`config.mk`:
```
export PLATFORM = sky130hd
export DESIGN_NAME = mem_arb_ctrl_flat
export DESIGN_NICKNAME = d
export VERILOG_FILES = /design/src/rtl/mem_arb_ctrl_if.sv /design/src/rtl/mem_arb_ctrl.sv /design/src/flat_wrapper.sv
export SDC_FILE = /design/constraint.sdc
export NUM_CORES = 1
export LEC_CHECK = 0
export CAP_MARGIN = 10
export CORE_MARGIN = 2
export CORE_UTILIZATION = 43
export DETAILED_ROUTE_END_ITERATION = 10
export MAX_ROUTING_LAYER = met4
export PLACE_DENSITY = 0.86
export SLEW_MARGIN = 5
export SYNTH_ARGS = -nofsm -noshare
export SYNTH_HDL_FRONTEND = slang
export SYNTH_SLANG_ARGS = --single-unit
```
`constraint.sdc`:
```
create_clock -name I_clk -period 2.3 [get_ports I_clk]
set_input_delay 0.345 -clock I_clk [delete_from_list [all_inputs] [get_ports I_clk]]
set_output_delay 0.345 -clock I_clk [all_outputs]
set_load 0.05 [all_outputs]
```
`src/rtl/mem_arb_ctrl_if.sv`:
```
// Request/memory bus bundle for mem_arb_ctrl.
// master: requesters plus memory model side; slave: the arbiter/controller.
interface mem_arb_ctrl_if #(
    parameter int NUM_CH = 2,
    parameter int AW     = 16,
    parameter int DW     = 16
) ();
    // Requester side
    logic [NUM_CH-1:0]    I_exec;
    logic [NUM_CH-1:0]    I_write;
    logic [2*NUM_CH-1:0]  I_size;
    logic [AW*NUM_CH-1:0] I_addr;
    logic [DW*NUM_CH-1:0] I_data;
    logic [NUM_CH-1:0]    O_ack;
    logic [NUM_CH-1:0]    O_ready;
    logic [DW-1:0]        O_data;
    logic [NUM_CH-1:0]    O_data_ready;
    logic [NUM_CH-1:0]    O_error;

    // Memory side
    logic                 MEM_ready;
    logic [DW-1:0]        MEM_data_in;
    logic                 MEM_data_ready;
    logic                 MEM_exec;
    logic                 MEM_write;
    logic [1:0]           MEM_size;
    logic [AW-1:0]        MEM_addr;
    logic [DW-1:0]        MEM_data_out;

    modport master (
        output I_exec, I_write, I_size, I_addr, I_data,
        input  O_ack, O_ready, O_data, O_data_ready, O_error,
        output MEM_ready, MEM_data_in, MEM_data_ready,
        input  MEM_exec, MEM_write, MEM_size, MEM_addr, MEM_data_out
    );

    modport slave (
        input  I_exec, I_write, I_size, I_addr, I_data,
        output O_ack, O_ready, O_data, O_data_ready, O_error,
        input  MEM_ready, MEM_data_in, MEM_data_ready,
        output MEM_exec, MEM_write, MEM_size, MEM_addr, MEM_data_out
    );
endinterface

```
`src/rtl/mem_arb_ctrl.sv`:
```
// Multi-channel memory controller: NUM_CH requesters share one memory port.
// Round-robin grant, one transaction in flight, command fields registered at
// grant, read timeout with per-channel error pulse.
module mem_arb_ctrl #(
    parameter int NUM_CH  = 2,
    parameter int AW      = 16,
    parameter int DW      = 16,
    parameter int TIMEOUT = 64
) (
    input  logic          I_clk,
    input  logic          I_reset,
    mem_arb_ctrl_if.slave bus
);

    typedef enum logic [1:0] {
        IDLE    = 2'd0,
        RD_WAIT = 2'd1,
        DRAIN   = 2'd2
    } state_t;

    localparam int LGW = (NUM_CH > 1) ? $clog2(NUM_CH) : 1;
    localparam int CW  = (TIMEOUT > 1) ? $clog2(TIMEOUT) : 1;
    localparam logic [CW-1:0]  TO_LAST  = (TIMEOUT > 0) ? CW'(TIMEOUT - 1) : '0;
    localparam logic [LGW-1:0] LG_RESET = LGW'(NUM_CH - 1);

    state_t             state_q, state_d;
    logic [LGW-1:0]     lg_q, lg_d;
    logic [CW-1:0]      cnt_q, cnt_d;
    logic [NUM_CH-1:0]  ack_q, ack_d;
    logic [NUM_CH-1:0]  dr_q, dr_d;
    logic [NUM_CH-1:0]  err_q, err_d;
    logic [DW-1:0]      odata_q, odata_d;
    logic               mexec_q, mexec_d;
    logic               mwrite_q, mwrite_d;
    logic [1:0]         msize_q, msize_d;
    logic [AW-1:0]      maddr_q, maddr_d;
    logic [DW-1:0]      mdata_q, mdata_d;

    logic               grant_vld;
    logic [LGW-1:0]     grant_ch;
    int unsigned        arb_sum;

    logic [1:0]         size_ch  [NUM_CH];
    logic [AW-1:0]      addr_ch  [NUM_CH];
    logic [DW-1:0]      data_ch  [NUM_CH];

    // Unpack the flat per-channel request buses into indexable arrays
    for (genvar i = 0; i < NUM_CH; i++) begin : g_unpack
        assign size_ch[i] = bus.I_size[2*i +: 2];
        assign addr_ch[i] = bus.I_addr[AW*i +: AW];
        assign data_ch[i] = bus.I_data[DW*i +: DW];
    end

    // Round-robin pick: first active request after the last granted channel
    always_comb begin
        grant_vld = 1'b0;
        grant_ch  = '0;
        arb_sum   = 0;
        for (int unsigned off = 1; off <= NUM_CH; off++) begin
            arb_sum = 32'(lg_q) + off;
            if (arb_sum >= 32'(NUM_CH)) begin
                arb_sum = arb_sum - 32'(NUM_CH);
            end
            if (!grant_vld && bus.I_exec[LGW'(arb_sum)]) begin
                grant_vld = 1'b1;
                grant_ch  = LGW'(arb_sum);
            end
        end
    end

    // Next-state and next-output logic; pulses default low, held fields keep value
    always_comb begin
        state_d  = state_q;
        lg_d     = lg_q;
        cnt_d    = cnt_q;
        ack_d    = '0;
        dr_d     = '0;
        err_d    = '0;
        odata_d  = odata_q;
        mexec_d  = 1'b0;
        mwrite_d = mwrite_q;
        msize_d  = msize_q;
        maddr_d  = maddr_q;
        mdata_d  = mdata_q;

        unique case (state_q)
            IDLE: begin
                if (bus.MEM_ready && grant_vld) begin
                    mexec_d          = 1'b1;
                    mwrite_d         = bus.I_write[grant_ch];
                    msize_d          = size_ch[grant_ch];
                    maddr_d          = addr_ch[grant_ch];
                    mdata_d          = data_ch[grant_ch];
                    ack_d[grant_ch]  = 1'b1;
                    lg_d             = grant_ch;
                    cnt_d            = '0;
                    state_d          = bus.I_write[grant_ch] ? DRAIN : RD_WAIT;
                end
            end
            RD_WAIT: begin
                // Data takes priority over a timeout landing in the same cycle
                if (bus.MEM_data_ready) begin
                    odata_d    = bus.MEM_data_in;
                    dr_d[lg_q] = 1'b1;
                    state_d    = DRAIN;
                end else if (TIMEOUT != 0) begin
                    if (cnt_q == TO_LAST) begin
                        err_d[lg_q] = 1'b1;
                        state_d     = DRAIN;
                    end else begin
                        cnt_d = cnt_q + 1'b1;
                    end
                end
            end
            DRAIN: begin
                if (bus.MEM_ready) begin
                    state_d = IDLE;
                end
            end
            default: begin
                state_d = IDLE;
            end
        endcase
    end

    // State and registered outputs; reset abandons any transaction in flight
    always_ff @(posedge I_clk) begin
        if (I_reset) begin
            state_q  <= IDLE;
            lg_q     <= LG_RESET;
            cnt_q    <= '0;
            ack_q    <= '0;
            dr_q     <= '0;
            err_q    <= '0;
            odata_q  <= '0;
            mexec_q  <= 1'b0;
            mwrite_q <= 1'b0;
            msize_q  <= '0;
            maddr_q  <= '0;
            mdata_q  <= '0;
        end else begin
            state_q  <= state_d;
            lg_q     <= lg_d;
            cnt_q    <= cnt_d;
            ack_q    <= ack_d;
            dr_q     <= dr_d;
            err_q    <= err_d;
            odata_q  <= odata_d;
            mexec_q  <= mexec_d;
            mwrite_q <= mwrite_d;
            msize_q  <= msize_d;
            maddr_q  <= maddr_d;
            mdata_q  <= mdata_d;
        end
    end

    assign bus.O_ready      = (state_q == IDLE && bus.MEM_ready) ? ~bus.I_exec : '0;
    assign bus.O_ack        = ack_q;
    assign bus.O_data       = odata_q;
    assign bus.O_data_ready = dr_q;
    assign bus.O_error      = err_q;
    assign bus.MEM_exec     = mexec_q;
    assign bus.MEM_write    = mwrite_q;
    assign bus.MEM_size     = msize_q;
    assign bus.MEM_addr     = maddr_q;
    assign bus.MEM_data_out = mdata_q;

endmodule
```
`src/flat_wrapper.sv`:
```
// flat-port wrapper written by rule: the top's interface ports become plain ports
module mem_arb_ctrl_flat 
#(
    parameter int NUM_CH  = 2,
    parameter int AW      = 16,
    parameter int DW      = 16,
    parameter int TIMEOUT = 64
)
  (I_clk, I_reset, bus_I_exec, bus_I_write, bus_I_size, bus_I_addr, bus_I_data, bus_O_ack, bus_O_ready, bus_O_data, bus_O_data_ready, bus_O_error, bus_MEM_ready, bus_MEM_data_in, bus_MEM_data_ready, bus_MEM_exec, bus_MEM_write, bus_MEM_size, bus_MEM_addr, bus_MEM_data_out);
  mem_arb_ctrl_if #(.NUM_CH(NUM_CH), .AW(AW), .DW(DW)) bus_i ();
  input  logic I_clk;
  input  logic I_reset;
  input wire logic [$bits(bus_i.I_exec)-1:0] bus_I_exec;
  input wire logic [$bits(bus_i.I_write)-1:0] bus_I_write;
  input wire logic [$bits(bus_i.I_size)-1:0] bus_I_size;
  input wire logic [$bits(bus_i.I_addr)-1:0] bus_I_addr;
  input wire logic [$bits(bus_i.I_data)-1:0] bus_I_data;
  output wire logic [$bits(bus_i.O_ack)-1:0] bus_O_ack;
  output wire logic [$bits(bus_i.O_ready)-1:0] bus_O_ready;
  output wire logic [$bits(bus_i.O_data)-1:0] bus_O_data;
  output wire logic [$bits(bus_i.O_data_ready)-1:0] bus_O_data_ready;
  output wire logic [$bits(bus_i.O_error)-1:0] bus_O_error;
  input wire logic [$bits(bus_i.MEM_ready)-1:0] bus_MEM_ready;
  input wire logic [$bits(bus_i.MEM_data_in)-1:0] bus_MEM_data_in;
  input wire logic [$bits(bus_i.MEM_data_ready)-1:0] bus_MEM_data_ready;
  output wire logic [$bits(bus_i.MEM_exec)-1:0] bus_MEM_exec;
  output wire logic [$bits(bus_i.MEM_write)-1:0] bus_MEM_write;
  output wire logic [$bits(bus_i.MEM_size)-1:0] bus_MEM_size;
  output wire logic [$bits(bus_i.MEM_addr)-1:0] bus_MEM_addr;
  output wire logic [$bits(bus_i.MEM_data_out)-1:0] bus_MEM_data_out;
  assign bus_i.I_exec = bus_I_exec;
  assign bus_i.I_write = bus_I_write;
  assign bus_i.I_size = bus_I_size;
  assign bus_i.I_addr = bus_I_addr;
  assign bus_i.I_data = bus_I_data;
  assign bus_O_ack = bus_i.O_ack;
  assign bus_O_ready = bus_i.O_ready;
  assign bus_O_data = bus_i.O_data;
  assign bus_O_data_ready = bus_i.O_data_ready;
  assign bus_O_error = bus_i.O_error;
  assign bus_i.MEM_ready = bus_MEM_ready;
  assign bus_i.MEM_data_in = bus_MEM_data_in;
  assign bus_i.MEM_data_ready = bus_MEM_data_ready;
  assign bus_MEM_exec = bus_i.MEM_exec;
  assign bus_MEM_write = bus_i.MEM_write;
  assign bus_MEM_size = bus_i.MEM_size;
  assign bus_MEM_addr = bus_i.MEM_addr;
  assign bus_MEM_data_out = bus_i.MEM_data_out;
  mem_arb_ctrl #(.NUM_CH(NUM_CH), .AW(AW), .DW(DW), .TIMEOUT(TIMEOUT)) u_core (.I_clk(I_clk), .I_reset(I_reset), .bus(bus_i));
endmodule
```
==> impl_metrics.ini, run 1 <==
[finish]
post_route_cells_drive_above_1_share_pct = 13.00
multi_input_comb_area_sq_um = 1449
finalNonFillerCells = 534
layout.area.seq_sq_um = 1341
fillerInstances = 534
utilization_pct = 71.20
area_growth_pct = 63.18
design.final.nets = 542
antennaDiodeCount = 0

[outcome]
run_status = finished, final reports clean

[cts]
tritoncts.num_buffers = 9
cts_setup_buffers = 0
clock_tree.root_cell = clkbuf_8
clock_tree.htree_level_count = 3
cts_clk_pin_slew_worst_paths_ps = 70
post_cts_resized = 0
clk_lat_worst_skew_ps = 330
clock_tree_from_tritoncts = yes
hold_buffers = 0
numClockSinks = 67
clock_tree.buffer_depth = 2

[drt]
postRouteAntennaNets = 0
drcViolationCount = 0
route.vias.total = 2728
initialDrtViolationCount = 83
detail_route.first_pass.iterations = 4
avgRoutedWirePerCell_um = 14.61
avgViaCountPerCell = 5.109
routed_wl_um = 7800

[critical_path]
cp-start-kind = input port
cpMaxStageDelayCell = clkdlybuf4s50_1
critical_path_arrival_ps = 1650
cpLargestDelayFamily = buffers and inverters
cp_max_fanout = 4
critical_path.endpoint_type = output pin
cp_slowest_stage_delay_ps = 500
worst-endpoint-required_ps = 1960
crit_start = bus_MEM_ready
critical_path.cell_chain = clkdlybuf4s50_1 -> or3b_4 -> nor2_1 -> buf_12
critPathBufInv = 2
kind_of_critical_path = input port to output pin
critical_path.reg2reg.startpoint = u_core.state_q[1]

[sta]
share_of_the_clock_period_used_by_the_worst_path_after_layout_pct = 86.58
fin_skew_ps = 5.543
worst_pin_slew_ps = 558.0
report.final.slew_viol_count = 0
period_minus_slack_ps = 1991
unrepaired_setup_endpoints_after_global_routing = false
final_hold_violation_count = 0
worst_slack_ps = 308.5
finalSetupTns_ps = 0
finalSetupViolations = 0
slew-limit-headroom_pct = 62.80
maxClockFrequency_mhz = 502.1

[synthesis]
synth_top_cells_by_area = dfxtp_1 (46%), mux2i_1 (13%), a211oi_2 (9.4%)
most_used_standard_cell_by_instance_count_after_synthesis = dfxtp_1
synth.mux.area_fraction_pct = 12.70
yosys.area.top_type = dfxtp_1
postSynthCellCount = 302
synth.ff_latch_count = 67
synthFlopType = dfxtp_1
synth-compound-area-share_pct = 17.51
syn_area_sq_um = 2915
synth.avg_cell_area_sq_um = 9.653
yosysWarnings = 0
area_share_of_and_or_nand_nor_cells_after_synthesis_pct = 17.73
synth_xor_xnor_area_share_pct = 0.9013
synth_cell_type_count = 34
synth_async_sr_flop_share_pct = 0
synth_enable_flop_cells = 0
synth_top_area_share_pct = 46.01
synth.top_cells.by_count = dfxtp_1 (67), nor2_1 (41), nand2_1 (39), mux2i_1 (37), a211oi_2 (22)
post_synth_adder_cell_area_pct = 0.4292
ys_seq_area_share_pct = 46.01
synth_top_family_by_area = simple AND/OR/NAND/NOR gates
total_nets_after_synthesis = 395

[die]
floorplan.die_area_sq_um = 7455
num_io_pins = 152
num_rows = 30
die_y_um = 86.34
core-area_sq_um = 6681
dieWidth_um = 86.34
floorplan.initialDensity_pct = 43.63

[grt]
global_route.overflow_total = 0
first_pass_grt_wire_length_um = 12380
grt.total_usage_pct = 21.44
via_count_of_the_first_global_routing_pass = 2690
largest_net_degree_at_the_start_of_global_routing = 29
grt_antenna_before_repair = 0

[flow_run]
maxCapViolations = 0

[placed_design]
place_ws_ps = 118.6
detailed_place_hpwl_um = 5948
dpl_cells = 518
io_buffers = 151
gp_congestion = 0.7993

[min_path]
hold_path_class = flop to flop
worstHoldStart = u_core.bus.O_data[6]

[power]
total_power_uw = 3309
cellPowerDensity_nw_per_um2 = 695.6
p_leak_uw = 0.001708
max-vdd-ir-drop_mv = 0.4484
==> power by group <==
group | internal, uW | switching (uW)
Clock | 669 | 427
Combinational | 406 | 521
Sequential | 1240 | 45.6
==> layout by cell type, fill, tap and decap left out, drive strengths merged, types with 2 or more instances in the layout <==
cell	instances
a211oi	37
a21boi	2
a21oi	18
buf	12
bufinv	2
clkbuf	12
clkdlybuf4s50	148
dfxtp	67
inv	2
mux2i	37
nand2	39
nand2b	2
nand3	3
nor2	41
nor3	10
nor4	4
or3b	2
xnor2	3
==> worst paths after layout <==
path	endpoint	slack, ps	cells after the start
max	bus_O_ready[0]	310	4
min	u_core.bus.O_data[6]	460	2
max reg2reg	u_core.bus.MEM_data_out[12]	590	5
min reg2reg	u_core.bus.O_data[6]	460	2
==> flip-flops by register name, indices dropped and copies added (netlist names), 2 cells and up <==
register                 flops
u_core.bus.O_ack             2
u_core.bus.MEM_data_out     16
u_core.cnt_q                 6
u_core.bus.O_error           2
u_core.state_q               2
u_core.bus.MEM_addr         16
u_core.bus.O_data           16
u_core.bus.O_data_ready      2
u_core.bus.MEM_size          2
==> logic make-up (layout without fill, tap and decap cells) <==
group | Yosys count | count (layout)
and+or+nand+nor | 110 | 110
muxes | 37 | 37
adders and majority gates | 1 | 1
DFF | 67 | 67
buffers and inverters | 26 | 178
AOI/OAI and AO/OA | 58 | 58
xor gates and xnor gates | 3 | 3
==> worst reg2reg max path, cell delays in order, from the launching register on <==
cell	delay [ps]
dfxtp_1	360
or3b_4	440
nor2b_4	290
buf_12	220
nor2_1	70
a211oi_1	230
==> final cells by class <==
class | instances | area share (%)
multi-input cells | 209 | 30.46
inverters | 2 | 0.1578
well taps | 80 | 2.104
repair buffers | 160 | 34.30
clock buffers | 12 | 3.261
clock inverters | 4 | 1.526
flip-flops and latches | 67 | 28.20
==> layer usage <==
layer	routed length, um	track usage, %	vias up
li1	-	-	1351
met1	3117	23.93	1269
met2	4016	37.83	100
met3	582	6.000	8
met4	84	5.256	0
met5	0	-	-
==> per-stage QoR <==
stage / hold slack [ps] / instance area [sq um]
floorplan: 481.0 / 2915
global placement: 441.9 / 4529
detailed placement: 453.5 / 4529
CTS: 451.4 / 4757
global route: 484.0 / 4757
finish: 460.6 / 4757
No activity file was read; power rests on OpenSTA's default activity.
==> run 2: changes to the inputs <==
Settings changed: CAP_MARGIN 10 to 20.
==> results of run 2 <==
Same layout as run 1: the final DEF is identical, and so are final timing and power.
